[config.mk]
export PLATFORM = sky130hd
export DESIGN_NAME = fifo_drain_arbiter
export DESIGN_NICKNAME = d
export VERILOG_FILES = /design/src/rtl/fifo_drain_arbiter.sv
export SDC_FILE = /design/constraint.sdc
export NUM_CORES = 1
export LEC_CHECK = 0
export CORE_MARGIN = 2
export CORE_UTILIZATION = 35
export DETAILED_ROUTE_END_ITERATION = 12
export PLACE_DENSITY = 0.76
export SETUP_SLACK_MARGIN = 0.1
export SYNTH_ARGS = -nofsm -noshare
export SYNTH_HDL_FRONTEND = slang
export SYNTH_SLANG_ARGS = --single-unit
[constraint.sdc]
create_clock -name clk -period 2.3 [get_ports clk]
set_input_delay 0.46 -clock clk [delete_from_list [all_inputs] [get_ports clk]]
set_output_delay 0.46 -clock clk [all_outputs]
set_load 0.005 [all_outputs]
[src/rtl/fifo_drain_arbiter.sv]
// Round-robin drain arbiter: pops up to BURST words per grant from a bank of
// show-ahead FIFOs and forwards them through a registered valid/ready stage.
module fifo_drain_arbiter #(
  parameter int unsigned N     = 4,
  parameter int unsigned WIDTH = 16,
  parameter int unsigned BURST = 4,
  localparam int unsigned SW   = $clog2(N)
) (
  input  logic               clk,
  input  logic               resetN,
  input  logic               enable,
  input  logic [N-1:0]       fifo_empty,
  input  logic [N*WIDTH-1:0] fifo_rdata,
  output logic [N-1:0]       fifo_pop,
  output logic               out_valid,
  input  logic               out_ready,
  output logic [WIDTH-1:0]   out_data,
  output logic [SW-1:0]      out_src
);

  localparam int unsigned CW = $clog2(BURST + 1);

  typedef enum logic {
    IDLE  = 1'b0,
    GRANT = 1'b1
  } state_t;

  state_t           state;
  state_t           state_nxt;
  logic [SW-1:0]    grant;
  logic [SW-1:0]    grant_nxt;
  logic [SW-1:0]    last;
  logic [SW-1:0]    last_nxt;
  logic [CW-1:0]    cnt;
  logic [CW-1:0]    cnt_nxt;
  logic             out_valid_nxt;
  logic [WIDTH-1:0] out_data_nxt;
  logic [SW-1:0]    out_src_nxt;

  logic [WIDTH-1:0] words [N];
  logic [WIDTH-1:0] head;
  logic [SW-1:0]    pick;
  logic             found;
  int unsigned      cand;
  logic             slot_free;
  logic             pop_ok;

  for (genvar g = 0; g < N; g++) begin : g_word
    assign words[g] = fifo_rdata[g*WIDTH +: WIDTH];
  end

  assign head = words[grant];

  // First non-empty FIFO after the most recent grant, wrapping N-1 -> 0.
  always_comb begin
    pick  = '0;
    found = 1'b0;
    cand  = 0;
    for (int unsigned i = 1; i <= N; i++) begin
      cand = (32'(last) + i) % N;
      if (!found && !fifo_empty[SW'(cand)]) begin
        found = 1'b1;
        pick  = SW'(cand);
      end
    end
  end

  always_ff @(posedge clk) begin
    if (!resetN) begin
      state     <= IDLE;
      grant     <= '0;
      last      <= SW'(N - 1);
      cnt       <= '0;
      out_valid <= 1'b0;
      out_data  <= '0;
      out_src   <= '0;
    end else begin
      state     <= state_nxt;
      grant     <= grant_nxt;
      last      <= last_nxt;
      cnt       <= cnt_nxt;
      out_valid <= out_valid_nxt;
      out_data  <= out_data_nxt;
      out_src   <= out_src_nxt;
    end
  end

  always_comb begin
    state_nxt     = state;
    grant_nxt     = grant;
    last_nxt      = last;
    cnt_nxt       = cnt;
    out_valid_nxt = out_valid;
    out_data_nxt  = out_data;
    out_src_nxt   = out_src;
    fifo_pop      = '0;

    slot_free = !out_valid || out_ready;
    pop_ok    = (state == GRANT) && !fifo_empty[grant] && slot_free && (cnt < CW'(BURST));

    if (pop_ok) begin
      fifo_pop[grant] = 1'b1;
      out_data_nxt    = head;
      out_src_nxt     = grant;
      out_valid_nxt   = 1'b1;
      cnt_nxt         = cnt + CW'(1);
    end else if (out_ready) begin
      out_valid_nxt = 1'b0;
    end

    case (state)
      IDLE: begin
        if (enable && found) begin
          grant_nxt = pick;
          last_nxt  = pick;
          cnt_nxt   = '0;
          state_nxt = GRANT;
        end
      end
      GRANT: begin
        // Backpressure alone never ends a grant; only burst exhaustion or a drained FIFO.
        if ((pop_ok && (cnt == CW'(BURST - 1))) || fifo_empty[grant]) begin
          state_nxt = IDLE;
        end
      end
      default: state_nxt = IDLE;
    endcase
  end

endmodule

==> run metrics <==
Critical Path Sink Type=output pin; Clk Latency, worst-skew pair=270 ps; Core Rows=24; ANT nets after route=0; clock power share=22.5%; Primary FF master, synth=dfxtp_1; vias per cell=5.50; hpwl dp=3.92 mm; Netlist cell types=34; status=finished clean; commonest cells after routing, fill and taps aside=clkdlybuf4s50_1, dfxtp_1, o21ai_0; total power=1.19 mW; Async SR Flop Fraction=0%; sequential share of the synthesized area=34.3%; htree depth=1; Mapped Area=1580 µm²; Int Pwr=0.881 mW; Leakage=0.985 nW; fin crit period=2130 ps; initial core utilization=36.2%; Final Skew=5.82 ps; CP max FO=3; DRC viols=0; synth top area cells=dfxtp_1, mux4_2, o21ai_0; routed len/inst=16.4 µm; FF+latch count, synth=27; Post-synth EDFFs=0; Flop pwr share=43.1%; RD Place Congestion=0.892; yosys warns=0; TritonCTS clock tree=done; nets@finish=344; final instance area=2760 µm²; first drt pass iteration count=4; area of the multi-input gates=1020 µm²; vias in the first global route=1822; Net Switching=0.310 mW; final setup TNS=0 ps; Final Util=63.4%; unrepaired setup endpoints after global routing=no; crit path launch type=input pin; switching share of total power=26.1%; Worst-path clk slew=90 ps; number of antenna violations at the first check in global routing=0; Logic pwr share=34.4%; area post-placement=2630 µm²; clk sinks=27; Hold WC Path Type=reg2reg; peak supply drop=0.000258 V; commonest non-fill, non-tap cell in the layout=clkdlybuf4s50_1; Min Hold Slack=476 ps; Initial DRC Count=119; # setup viols final=0; die width=71.1 µm; Final Cycle Share=92.4%; Max-slew headroom=77.5%; die area=5060 µm²; Antenna diodes=0; Yosys top cell by area=dfxtp_1; Tot GR Track Use=20.4%; Avg Cell Area, Syn=9.56 µm²; crit path kind=in2out; first-pass GRT wire length=8.27 mm; share of layout cells above drive strength 1=20.4%; Crit path buffers/inverters=2; I/O pin cnt=95; reg-to-reg slack, setup=320 ps; placed cells=311; Final Max Tran Viols=0; Syn Inst Count=165; Mapped Nets=239; top cell type's share of synthesized area=34.3%; Top Family by Delay on Critical Path=buffers and inverters; total wire length=5.25 mm; vias post-DR=1765; fillcell total=360; PnR worst setup slack=175 ps; Worst Max-Slew Pin Slew=337 ps; Max stage delay on crit path=290 ps; Crit-path slowest cell=mux2_4; Pwr Density=431 nW/µm²; Sequential Area=542 µm²; worst path arrival time=1670 ps; Final Non-Filler Cells=321; hold violation total from the final report=0; chip height=71.1 µm; Crit path required time=1840 ps; dpl ws=-422 ps; Layout area overhead=75.1%; largest net degree at the start of global routing=24; CP Cell Sequence=dlygate4sd2_1 > mux2_4 > o22ai_4 > nand2_2 > nor3b_2 > clkdlybuf4s15_1; core area=4350 µm²; root buffer selected by CTS=clkbuf_8; input/output buffers=94; grt total ovfl=0; total CTS buffers=3; clock buffer depth=2; maximum clock rate=0.471 GHz; MaxCap Viol Count=0
routing by layer:
layer  share of wire [%]  GRT usage [%]
met5                   0              0
met4                 3.0           6.92
met3                 5.9           2.42
met2                  52           36.4
met1                  39           25.2
cell type report:
class	count	share of cell area (%)
clock buffer	4	1.63
inverter	2	0.272
sequential	27	19.6
tap	52	2.36
multi-input combinational	121	36.8
timing repair buffer	115	39.4
power groups by stage:
stage          logic [mW]  registers [mW]  clock network, mW
3_3_place_gp        0.383           0.523                  0
4_1_cts             0.400           0.513              0.273
2_1_floorplan       0.178           0.521                  0
3_5_place_dp        0.388           0.524                  0
5_1_grt             0.440           0.518              0.283
6_report            0.410           0.514              0.268
timing repair:
item,CTS,global route
setup endpoints to repair,4,4
buffers inserted,4,2
resized for setup,17,10
hold buffers,0,0
pin swaps,2,4
flip-flops by register name, summed over array words and instances (netlist names):
register,cells
out_data,16
cnt,3
grant,2
last,2
out_src,2
out_valid,1
state,1
cells in the mapped netlist (2+ instances only):
cell type,count
dfxtp_1,27
o21ai_0,25
a21oi_1,19
nand3_1,19
mux4_2,16
clkbuf_1,9
nor2_1,8
buf_2,4
nand2_1,3
nor2b_1,3
a21boi_1,2
ha_1,2
inv_1,2
mux2_2,2
nand2b_1,2
nor3_1,2
o21a_1,2
o22ai_1,2
cell families (layout without fill, tap and decap cells):
kind of cell               Yosys count  count (layout)  share of synthesized area, %
AOI/OAI and AO/OA                   57              57                          20.5
adders and majority gates            2               2                          1.59
buffers and inverters               17             121                          4.68
DFF                                 27              27                          34.3
muxes                               19              19                          25.2
and+or+nand+nor                     43              43                          13.7
worst reg2reg max path: cells and delay by family, from the launching register on:
family | cells | cell delay, ps
compound gates | 2 | 380
buf+inv | 3 | 460
flops | 1 | 390
mux | 1 | 330
simple gates | 1 | 360
worst paths after layout:
| kind | start | end | depth (start not counted) |
|---|---|---|---|
| worst min-delay path | out_data[14] | out_data[14] | 2 |
| worst max-delay path | fifo_empty[1] | fifo_pop[1] | 6 |
| worst min register to register | out_data[14] | out_data[14] | 2 |
| worst max register to register | grant[1] | cnt[0] | 7 |
(Power assumes the default switching activity.)
